`config.mk`:
```
export PLATFORM = sky130hd
export DESIGN_NAME = alu_operand_sequencer
export DESIGN_NICKNAME = d
export VERILOG_FILES = /design/src/rtl/alu_operand_sequencer.sv
export SDC_FILE = /design/constraint.sdc
export NUM_CORES = 1
export LEC_CHECK = 0
export CORE_AREA = 2 2 210 212
export DETAILED_ROUTE_END_ITERATION = 10
export DIE_AREA = 0 0 212 214
export DONT_BUFFER_PORTS = 1
export GPL_TIMING_DRIVEN = 0
export PLACE_DENSITY_LB_ADDON = 0.3
export SLEW_MARGIN = 5
export SYNTH_ARGS = -nofsm -noshare
export SYNTH_HDL_FRONTEND = slang
export SYNTH_SLANG_ARGS = --single-unit
```
`constraint.sdc`:
```
create_clock -name clk -period 18.6 [get_ports clk]
set_clock_uncertainty 0.05 [all_clocks]
set_input_delay 2.79 -clock clk [delete_from_list [all_inputs] [get_ports clk]]
set_output_delay 2.79 -clock clk [all_outputs]
set_load 0.01 [all_outputs]
```
`src/rtl/alu_operand_sequencer.sv`:
```
// alu_operand_sequencer
// Collects two N-bit operands from a W-bit chunk stream (least significant
// chunk first), then a 4-bit opcode, presents them to a combinational ALU,
// captures the result and flags for one cycle, and holds them until the
// consumer takes them with a valid/ready handshake.
//
// Optional feature: define ALU_SEQ_STICKY_EN to accumulate the V and C flags
// of every executed operation into sticky_vc. The accumulated value is
// cleared only by rst. Without the macro, sticky_vc is tied to 2'b00.
module alu_operand_sequencer #(
    parameter int N = 128,
    parameter int W = 8
) (
    input  logic         clk,
    input  logic         rst,
    input  logic         in_valid,
    output logic         in_ready,
    input  logic [W-1:0] in_data,
    output logic [N-1:0] a,
    output logic [N-1:0] b,
    output logic [3:0]   alu_control,
    input  logic [N-1:0] alu_result,
    input  logic         alu_z,
    input  logic         alu_n,
    input  logic         alu_v,
    input  logic         alu_c,
    output logic         res_valid,
    input  logic         res_ready,
    output logic [N-1:0] result,
    output logic [3:0]   flags,
    output logic [1:0]   sticky_vc
);

    localparam int K  = N / W;
    localparam int CW = (K > 1) ? $clog2(K) : 1;

    typedef enum logic [2:0] {
        LOAD_A,
        LOAD_B,
        LOAD_OP,
        EXEC,
        HOLD
    } state_t;

    state_t        state;
    logic [CW-1:0] cnt;
    logic          xfer;
    logic          last_chunk;

    assign xfer       = in_valid & in_ready;
    assign last_chunk = (cnt == CW'(K - 1));

    // Sequencer FSM: operand/opcode loading, one-cycle execute, result hold.
    // in_ready is registered, so it stays low while rst is high and rises on
    // the first edge after release.
    // NOTE: every register here is assigned with <= so that all of them
    // update together from values sampled before the edge.
    always_ff @(posedge clk or posedge rst) begin
        if (rst) begin
            state       <= LOAD_A;
            cnt         <= '0;
            in_ready    <= 1'b0;
            a           <= '0;
            b           <= '0;
            alu_control <= 4'h0;
            result      <= '0;
            flags       <= 4'h0;
            res_valid   <= 1'b0;
        end else begin
            case (state)
                LOAD_A: begin
                    in_ready <= 1'b1;
                    if (xfer) begin
                        a[cnt*W +: W] <= in_data;
                        if (last_chunk) begin
                            cnt   <= '0;
                            state <= LOAD_B;
                        end else begin
                            cnt <= cnt + 1'b1;
                        end
                    end
                end
                LOAD_B: begin
                    in_ready <= 1'b1;
                    if (xfer) begin
                        b[cnt*W +: W] <= in_data;
                        if (last_chunk) begin
                            cnt   <= '0;
                            state <= LOAD_OP;
                        end else begin
                            cnt <= cnt + 1'b1;
                        end
                    end
                end
                LOAD_OP: begin
                    if (xfer) begin
                        // Only the low nibble is an opcode; upper bits are ignored.
                        alu_control <= in_data[3:0];
                        in_ready    <= 1'b0;
                        state       <= EXEC;
                    end else begin
                        in_ready <= 1'b1;
                    end
                end
                EXEC: begin
                    result    <= alu_result;
                    flags     <= {alu_z, alu_n, alu_v, alu_c};
                    res_valid <= 1'b1;
                    state     <= HOLD;
                end
                HOLD: begin
                    if (res_ready) begin
                        res_valid <= 1'b0;
                        in_ready  <= 1'b1;
                        cnt       <= '0;
                        state     <= LOAD_A;
                    end
                end
                default: begin
                    in_ready  <= 1'b0;
                    res_valid <= 1'b0;
                    cnt       <= '0;
                    state     <= LOAD_A;
                end
            endcase
        end
    end

`ifdef ALU_SEQ_STICKY_EN
    logic [1:0] sticky_q;

    // Accumulate V and C across operations; only rst clears them.
    always_ff @(posedge clk or posedge rst) begin
        if (rst) begin
            sticky_q <= 2'b00;
        end else if (state == EXEC) begin
            sticky_q <= sticky_q | {alu_v, alu_c};
        end
    end

    assign sticky_vc = sticky_q;
`else
    assign sticky_vc = 2'b00;
`endif

endmodule

```
==> metrics, run 1 <==
synthesized area per cell=15.2 um2; GP Congestion=0.860; Tot Pwr=2.37 mW; post-synth top area cell=dfrtp_1; ANT nets after route=0; Vias per Instance=5.27; EDFF count, synth=0; Post-DP HPWL=35.4 mm; crit start category=input port; Worst IR Drop VDD=0.0822 mV; final hold vios=0; Reg clk slew, reported paths=0.06 ns; Ys Warns=0; initial core utilization=37.4%; Int Power=1.67 mW; Arrival @ worst endpoint=4.71 ns; port buffer count=0; placed inst area=16900 um2; fin crit share=23.2%; synthesized area=16100 um2; H-Tree Depth=2; compound-gate portion of the synthesized area=2.63%; Pre-Repair DR Iteration Count=4; Commonest cells post-synth=401 x dfrtp_1, 381 x mux2_2, 31 x and2_1; Clock Sinks=401; Max Slew Vio Count=0; I/O pin cnt=540; postcts setup bufs=0; sequential-to-total area share from yosys stat=62.5%; Die Height=214 um; width of the chip=212 um; post-synthesis adder-cell area fraction=0.390%; critical path capture point type=flop; Crit Path Max Fanout=8; final global-route overflow total=0; Syn Inst Count=1059; Root Buffer=clkbuf_16; Worst Path Required=19.00 ns; wire length of the first global-routing pass=67.9 mm; combinational power share=14.3%; Nets=1258; FP Rows=76; antenna violations before repair=13; switching pwr=0.707 mW; post-synthesis mux area share=27.1%; Hold Buf Count CTS=0; max_cap viols=0; CTS tree=yes; cts repair resizes=0; Core Util, Final=43.0%; GRT Util Overall=20.3%; Tightest Pin Transition=1.05 ns; Flop pwr share=47.3%; Clk pwr share=38.4%; Synth Area in Simple Gates=5.70%; fraction of layout cells with a size suffix above 1=44.3%; Synth Register Bits=401; wire length per cell=26.9 um; Area growth syn-to-layout=14.8%; initial drt markers=434; RSZ-0062 raised after global routing=no; largest family of logic cells by synthesized area=multiplexers; Detailed Route WL=46.6 mm; Hold WC Path Type=flop to flop; CTS Buffer Depth=3; critical path class=input port to flop; FMAX=232 MHz; largest net degree at the start of global routing=126; die area=45400 um2; most common cell in the netlist=dfrtp_1; status=completed; Synth top area share=62.5%; final instance area=18400 um2; vias in the first global route=9796; Synth async-reset ratio=100%; CTS buffer count=44; Final Setup Violations=0; Core ar.=42900 um2; Pleak=8.75 nW; P per Cell Area=129 nW/um2; sw frac=29.8%; setup TNS=0 ns; fin crit period=4.31 ns; via count=9126; post-synthesis cell type count=48; DRC=0; # fillers=3940; max_slew headroom=29.4%; largest cells by area after synthesis=dfrtp_1 62%, mux2_2 27%, and2_1 1.2%, o2111ai_2 0.94%, nor2_1 0.65%; worst-skew pair later-pin latency=0.56 ns; Synth Area in XOR/XNOR=0.0545%; top_reg_cell synth=dfrtp_1
-- worst paths after layout --
check | from | to | slack [ns] | depth (start not counted)
min in group asynchronous | rst | result[53]$_DFFE_PP0P_ | 2.06 | 1
worst max-delay path | in_valid | b[38]$_DFFE_PP0P_ | 14.29 | 4
worst max register to register | cnt[0]$_DFFE_PP0P_ | b[38]$_DFFE_PP0P_ | 15.07 | 10
worst min register to register | a[41]$_DFFE_PP0P_ | a[41]$_DFFE_PP0P_ | 0.52 | 2
max in group asynchronous | rst | a[1]$_DFFE_PP0P_ | 14.96 | 3
worst min-delay path | a[41]$_DFFE_PP0P_ | a[41]$_DFFE_PP0P_ | 0.52 | 2
-- kinds of logic (layout without fill, tap and decap cells) --
| kind of cell | count (synthesis) | count (layout) |
|---|---|---|
| XOR/XNOR | 1 | 1 |
| buffers and inverters | 59 | 143 |
| other | 1 | 5 |
| AO/OA/AOI/OAI | 44 | 44 |
| multiplexers | 387 | 387 |
| adder cells (fa/ha/maj) | 5 | 5 |
| flip-flops | 401 | 401 |
| AND/OR/NAND/NOR | 161 | 161 |
-- cell usage in the layout (no fill, tap or decap), types with 10 or more instances in the layout --
cell / Yosys / routed
and2_1: 31 / 31
buf_2: 18 / 18
clkbuf_1: 20 / 30
clkbuf_16: 0 / 45
clkbuf_8: 0 / 15
dfrtp_1: 401 / 401
inv_1: 14 / 13
mux2_2: 381 / 381
nand2_1: 24 / 24
nor2_1: 28 / 28
nor2b_1: 11 / 11
nor3_1: 10 / 10
nor3b_1: 14 / 14
o2111ai_2: 10 / 10
-- layout make-up --
class,instances,area [um2],area share [%]
Antenna cell,3,7.51,0.0407
Timing Repair Buffer,3,82.6,0.448
Inverter,14,60.1,0.326
Sequential cell,401,10000,54.5
Clock buffer,70,1370,7.43
Multi-Input combinational cell,600,5770,31.3
Clock inverter,11,169,0.917
Tap cell,585,732,3.97
Buffer,45,204,1.11
-- power groups by stage --
stage	logic [mW]	clock network, mW	registers (mW)
2_1_floorplan	0.257	0	1.09
3_3_place_gp	0.330	0	1.14
3_5_place_dp	0.343	0	1.14
4_1_cts	0.344	0.937	1.13
5_1_grt	0.377	0.974	1.13
6_report	0.340	0.912	1.12
-- metal layers --
| layer | vias to the layer above | global-route usage [%] | routed length [um] |
|---|---|---|---|
| met3 | 86 | 8.69 | 4790 |
| met1 | 4753 | 21.4 | 16400 |
| met4 | 20 | 6.62 | 1260 |
| li1 | 3876 | - | - |
| met5 | - | 0 | 138 |
| met2 | 391 | 36.0 | 24000 |
-- critical path, cell delays in order --
cell and delay (ns):
nand3b_1 0.17, nor2_1 0.73, o2111ai_2 0.57, mux2_2 0.44
-- per-stage QoR --
stage / hold WS, ns / std cells / setup WS (ns)
2_1_floorplan: 0.466 / 1060 / 4.61
3_3_place_gp: 0.512 / 1645 / 0.531
3_5_place_dp: 0.517 / 1648 / 13.67
4_1_cts: 0.529 / 1729 / 14.28
5_1_grt: 0.544 / 1730 / 14.20
6_report: 0.518 / 1732 / 14.29
-- flip-flops by register name, indices dropped and copies added, names as in the netlist --
name	cells
alu_control	4
b	128
state	3
flags	4
cnt	4
a	128
in_ready	1
result	128
res_valid	1
Note: power is estimated with default switching activity, not from simulation.
==> run 2, diff against run 1 <==
==> constraint.sdc (replaced) <==
create_clock -name clk -period 3.5 [get_ports clk]
set_clock_uncertainty 0.05 [all_clocks]
set_input_delay 0.525 -clock clk [delete_from_list [all_inputs] [get_ports clk]]
set_output_delay 0.525 -clock clk [all_outputs]
set_load 0.01 [all_outputs]
==> metrics, run 2 (synthesis results as in run 1) <==
FMAX=305 MHz; Area growth syn-to-layout=15.6%; worst-skew pair later-pin latency=0.56 ns (about the same); P per Cell Area=678 nW/um2 (+430%); Worst IR Drop VDD=0.399 mV (+390%); FF-to-FF End=b[71]$_DFFE_PP0P_; CP delay by family, top=buffers and inverters; Detailed Route WL=46.8 mm (+0.48%); max_cap viols=0 (unchanged); fin cells=1734 (+0.12%); R2R cell count=10 (unchanged); # fillers=3927 (-0.33%); Final Setup Violations=0 (unchanged); wire length per cell=27.0 um (+0.36%); Hold WC Path Type=input port to flop; status=completed; most frequent cells in the layout=401 x dfrtp_1, 381 x mux2_2, 45 x clkbuf_16; flop-to-flop setup slack=0.22 ns (-14.85 ns); GRT Util Overall=20.5% (+0.21 points); ANT nets after route=0 (unchanged); Pleak=8.78 nW (+0.36%); RSZ-0062 raised after global routing=yes; biggest regs=a (128), b (128), result (128); fin crit period=3.28 ns; initial core utilization=37.4% (unchanged); Arrival @ worst endpoint=3.67 ns (-1.04 ns); setup ws final=0.218 ns (-14.07 ns); crit path cell chain=clkbuf_2 > inv_1 > ha_1 > buf_2 > or2_2 > buf_2 > nor2_2 > clkbuf_4 > o2111ai_4 > mux2_2; critical path class=flop to flop; Post-DP HPWL=35.9 mm (+1.2%); GP Congestion=0.807 (-6.1%); Nets=1266 (+0.64%); final global-route overflow total=0 (unchanged); H-Tree Depth=2 (unchanged); most used cell, CP=buf_2; fin crit share=93.8%; Die Height=214 um (unchanged); Worst Path Required=3.89 ns (-15.11 ns); antenna violations before repair=11 (-2); max_slew headroom=29.4% (about the same); R2R Path Start=cnt[0]$_DFFE_PP0P_; HP Start=alu_result[70]; Tightest Pin Transition=1.05 ns (+0.000333 ns); placed cells=1656 (+0.49%); CTS buffer count=43 (-2.3%); Crit Path Max Fanout=10 (+2); CP max-delay cell=dfrtp_1; FP Rows=76 (unchanged); Cells on Worst Hold Path=1 (-1); via count=9064 (-0.68%); crit start category=flop; final hold vios=0 (unchanged); CTS tree=yes; Pre-Repair DR Iteration Count=4 (unchanged); port buffer count=0 (unchanged); Core Util, Final=43.3% (+0.30 points); DRC=0 (unchanged); Clock Sinks=401 (unchanged); largest net degree at the start of global routing=44 (-65%); CP max stage delay=0.49 ns (-0.24 ns); initial drt markers=450 (+3.7%); I/O pin cnt=540 (unchanged); fraction of layout cells with a size suffix above 1=44.4% (+0.11 points); setup TNS=0 ns (unchanged); width of the chip=212 um (unchanged); Root Buffer=clkbuf_16; pre-CTS setup slack=-0.0539 ns (-13.72 ns); CTS Buffer Depth=3 (unchanged); wire length of the first global-routing pass=68.0 mm (+0.19%); die area=45400 um2 (unchanged); Reg clk slew, reported paths=0.06 ns (about the same); critical path capture point type=flop; vias in the first global route=9721 (-0.77%); WHS Endpoint=result[70]$_DFFE_PP0P_; Buf+Inv Stages, Crit Path=5 (+5); commonest non-fill, non-tap cell in the layout=dfrtp_1; postcts setup bufs=0 (unchanged); Max Slew Vio Count=0 (unchanged); Core ar.=42900 um2 (unchanged); Vias per Instance=5.23 (-0.79%)
run 2: area by class of cell:
class | instances | area, um2 | area share (%)
well taps | 585 | 732 | 3.94
plain buffers | 45 | 208 | 1.12
clock buffers | 66 | 1290 | 6.98
inverters | 14 | 56.3 | 0.303
flip-flops and latches | 401 | 10000 | 54.1
clock inverters | 10 | 184 | 0.991
diodes | 1 | 2.50 | 0.0135
repair buffers | 12 | 238 | 1.28
multi-input cells | 600 | 5810 | 31.3
run 2: metrics by stage:
step | hold WS [ns] | total power, mW | instance area, um2
2_1_floorplan | 0.466 | 7.17 | 16100
3_3_place_gp | 0.510 | 7.83 | 16800
3_5_place_dp | 0.470 | 7.92 | 17000
4_1_cts | 0.0185 | 12.7 | 18500
5_1_grt | 0.0276 | 13.2 | 18600
6_report | 0.0553 | 12.6 | 18600
run 2: worst max path at each step:
stage	start	to	slack [ns]	cells after the start
global placement	rst	a[88]$_DFFE_PP0P_	-4.55	1
detailed placement	cnt[0]$_DFFE_PP0P_	b[71]$_DFFE_PP0P_	-0.05	10
CTS	cnt[0]$_DFFE_PP0P_	b[34]$_DFFE_PP0P_	0.08	10
global route	cnt[0]$_DFFE_PP0P_	b[48]$_DFFE_PP0P_	-0.008	9
finish	cnt[0]$_DFFE_PP0P_	b[71]$_DFFE_PP0P_	0.22	10
floorplan	rst	a[0]$_DFFE_PP0P_	-2.47	1
run 2: worst register-to-register path, cell delays in order (launching register included):
cell and delay, ns:
dfrtp_1 0.49, clkbuf_2 0.27, inv_1 0.12, ha_1 0.32
buf_2 0.20, or2_2 0.30, buf_2 0.20, nor2_2 0.24
clkbuf_4 0.31, o2111ai_4 0.26, mux2_2 0.40
run 2: power breakdown:
group          switching (mW)  internal (mW)  total, mW
clock network            1.84           2.91       4.75
registers               0.783           5.19       5.98
logic                    1.15          0.713       1.86
run 2: per-layer routing:
| metal | vias to the layer above | routed length (um) | GRT usage (%) |
|---|---|---|---|
| met1 | 4694 | 16100 | 21.6 |
| met3 | 103 | 5060 | 9.13 |
| met5 | - | 87 | 0 |
| met2 | 384 | 24200 | 36.4 |
| met4 | 16 | 1380 | 6.15 |
| li1 | 3867 | - | - |
run 2: repair_timing:
item | 4_1_cts | 5_1_grt
hold endpoints to repair | 25 | 0
setup endpoints to repair | 28 | 20
resized for setup | 2 | 4
hold buffers | 1 | 0
==> run 3, diff against run 2 <==
--- a/config.mk
+++ b/config.mk
@@ -11,6 +11,7 @@
 export DONT_BUFFER_PORTS = 1
 export GPL_TIMING_DRIVEN = 0
 export PLACE_DENSITY_LB_ADDON = 0.3
+export RECOVER_POWER = 25
 export SLEW_MARGIN = 5
 export SYNTH_ARGS = -nofsm -noshare
 export SYNTH_HDL_FRONTEND = slang
==> metrics, run 3 (synthesis results as in run 1) <==
Crit Path Max Fanout=10 (unchanged); status=finished with violations; Vias per Instance=5.24 (+0.28%); via count=9089 (+0.28%); CTS buffer count=43 (unchanged); FMAX=304 MHz (about the same); max_slew headroom=-14.0% (-43 points); wire length of the first global-routing pass=68.0 mm (unchanged); R2R cell count=10 (unchanged); CTS tree=yes; postcts setup bufs=0 (unchanged); DRC=0 (unchanged); Final Setup Violations=0 (unchanged); crit start category=flop; Pleak=8.75 nW (-0.36%); critical path class=flop to flop; I/O pin cnt=540 (unchanged); fin crit share=93.8% (about the same); ANT nets after route=0 (unchanged); largest net degree at the start of global routing=44 (unchanged); Worst IR Drop VDD=0.399 mV (about the same); wire length per cell=27.0 um (about the same); P per Cell Area=680 nW/um2 (+0.26%); fin crit period=3.28 ns (+0.00255 ns); Reg clk slew, reported paths=0.06 ns (about the same); RSZ-0062 raised after global routing=yes; width of the chip=212 um (unchanged); GP Congestion=0.807 (unchanged); failing checks=capacitance limit, slew limit; WHS Endpoint=result[70]$_DFFE_PP0P_; Pre-Repair DR Iteration Count=4 (unchanged); CTS Buffer Depth=3 (unchanged); HP Start=alu_result[70]; Cells on Worst Hold Path=1 (unchanged); fraction of layout cells with a size suffix above 1=44.2% (-0.26 points); biggest regs=a (128), b (128), result (128); crit path from=cnt[0]$_DFFE_PP0P_; H-Tree Depth=2 (unchanged); setup TNS=0 ns (unchanged); Post-DP HPWL=35.9 mm (unchanged); critical path capture point type=flop; Core ar.=42900 um2 (unchanged); flop-to-flop setup slack=0.22 ns (about the same); initial core utilization=37.4% (unchanged); initial drt markers=460 (+2.2%); Hold WC Path Type=input port to flop; Arrival @ worst endpoint=3.67 ns (about the same); Root Buffer=clkbuf_16; Max Slew Vio Count=60 (+60); vias in the first global route=9721 (unchanged); port buffer count=0 (unchanged); Die Height=214 um (unchanged); final global-route overflow total=0 (unchanged); final hold vios=0 (unchanged); Tot Pwr=12.6 mW (-0.10%); worst-skew pair later-pin latency=0.56 ns (about the same); R2R Path Start=cnt[0]$_DFFE_PP0P_; Worst Path Required=3.89 ns (about the same); max_cap viols=2 (+2); Area growth syn-to-layout=15.2%; Tightest Pin Transition=1.71 ns (+0.656 ns); GRT Util Overall=20.5% (unchanged); Nets=1266 (unchanged); FP Rows=76 (unchanged); antenna violations before repair=11 (unchanged); FF-to-FF End=b[71]$_DFFE_PP0P_; most frequent cells in the layout=401 x dfrtp_1, 381 x mux2_2, 45 x clkbuf_16; die area=45400 um2 (unchanged); commonest non-fill, non-tap cell in the layout=dfrtp_1; Detailed Route WL=46.8 mm (about the same); Clock Sinks=401 (unchanged)
[run 3: cell count changes in the layout (fill, tap and decap cells not counted)]
| cell | before | now |
|---|---|---|
| clkinvlp_4 | 3 | 2 |
| clkinvlp_2 | 0 | 1 |
| buf_16 | 1 | 0 |
| buf_1 | 3 | 2 |
| clkbuf_1 | 31 | 35 |
| buf_12 | 10 | 7 |
| buf_6 | 0 | 1 |
[run 3: where the power goes]
part | internal (mW) | switching (mW)
Combinational | 0.705 | 1.14
Sequential | 5.19 | 0.783
Clock | 2.91 | 1.84
Total | 8.81 | 3.77
[run 3: timing repair]
item / CTS / global route
setup endpoints to repair: 28 / 20
gates cloned: 0 / 0
hold endpoints to repair: 25 / 0
hold buffers: 1 / 0
resized for setup: 2 / 4
[run 3: routing by layer]
| metal | GRT usage [%] | share of wire (%) |
|---|---|---|
| met1 | 21.6 | 35 |
| met2 | 36.4 | 52 |
| met3 | 9.13 | 10 |
| met4 | 6.15 | 3.0 |
| met5 | 0 | 0.21 |
[run 3: worst max path at each step]
stage	endpoint	slack (ns)	cells after the start
2_1_floorplan	a[0]$_DFFE_PP0P_	-2.47	1
3_3_place_gp	a[88]$_DFFE_PP0P_	-4.55	1
3_5_place_dp	b[71]$_DFFE_PP0P_	-0.05	10
4_1_cts	b[34]$_DFFE_PP0P_	0.08	10
5_1_grt	b[48]$_DFFE_PP0P_	-0.008	9
6_report	b[71]$_DFFE_PP0P_	0.22	10
[run 3: metrics by stage]
stage / hold WS [ns] / util (%) / cells / setup WS [ns] / cell area (um2)
2_1_floorplan: 0.466 / - / 1060 / -2.47 / 16100
3_3_place_gp: 0.510 / 39.2 / 1645 / -4.55 / 16800
3_5_place_dp: 0.470 / 39.7 / 1656 / -0.0539 / 17000
4_1_cts: 0.0185 / 43.2 / 1733 / 0.0817 / 18500
5_1_grt: 0.0276 / 43.1 / 1734 / -0.00796 / 18500
6_report: 0.0530 / 43.1 / 1734 / 0.215 / 18500
[run 3: final cells by class]
class,instances,area [um2]
antenna,1,2.50
buffer,45,208
clock buffer,66,1290
tap,585,732
timing repair buffer,12,173
sequential,401,10000
multi-input combinational,600,5810
inverter,14,53.8
clock inverter,10,184
fill,3936,24400
[run 3: worst max-delay path, stage by stage (launching register included)]
cell and delay, ns:
dfrtp_1 0.49, clkbuf_2 0.27, inv_1 0.12, ha_1 0.32, buf_2 0.20, or2_2 0.29
buf_2 0.20, nor2_2 0.24, clkbuf_4 0.31, o2111ai_4 0.26, mux2_2 0.40
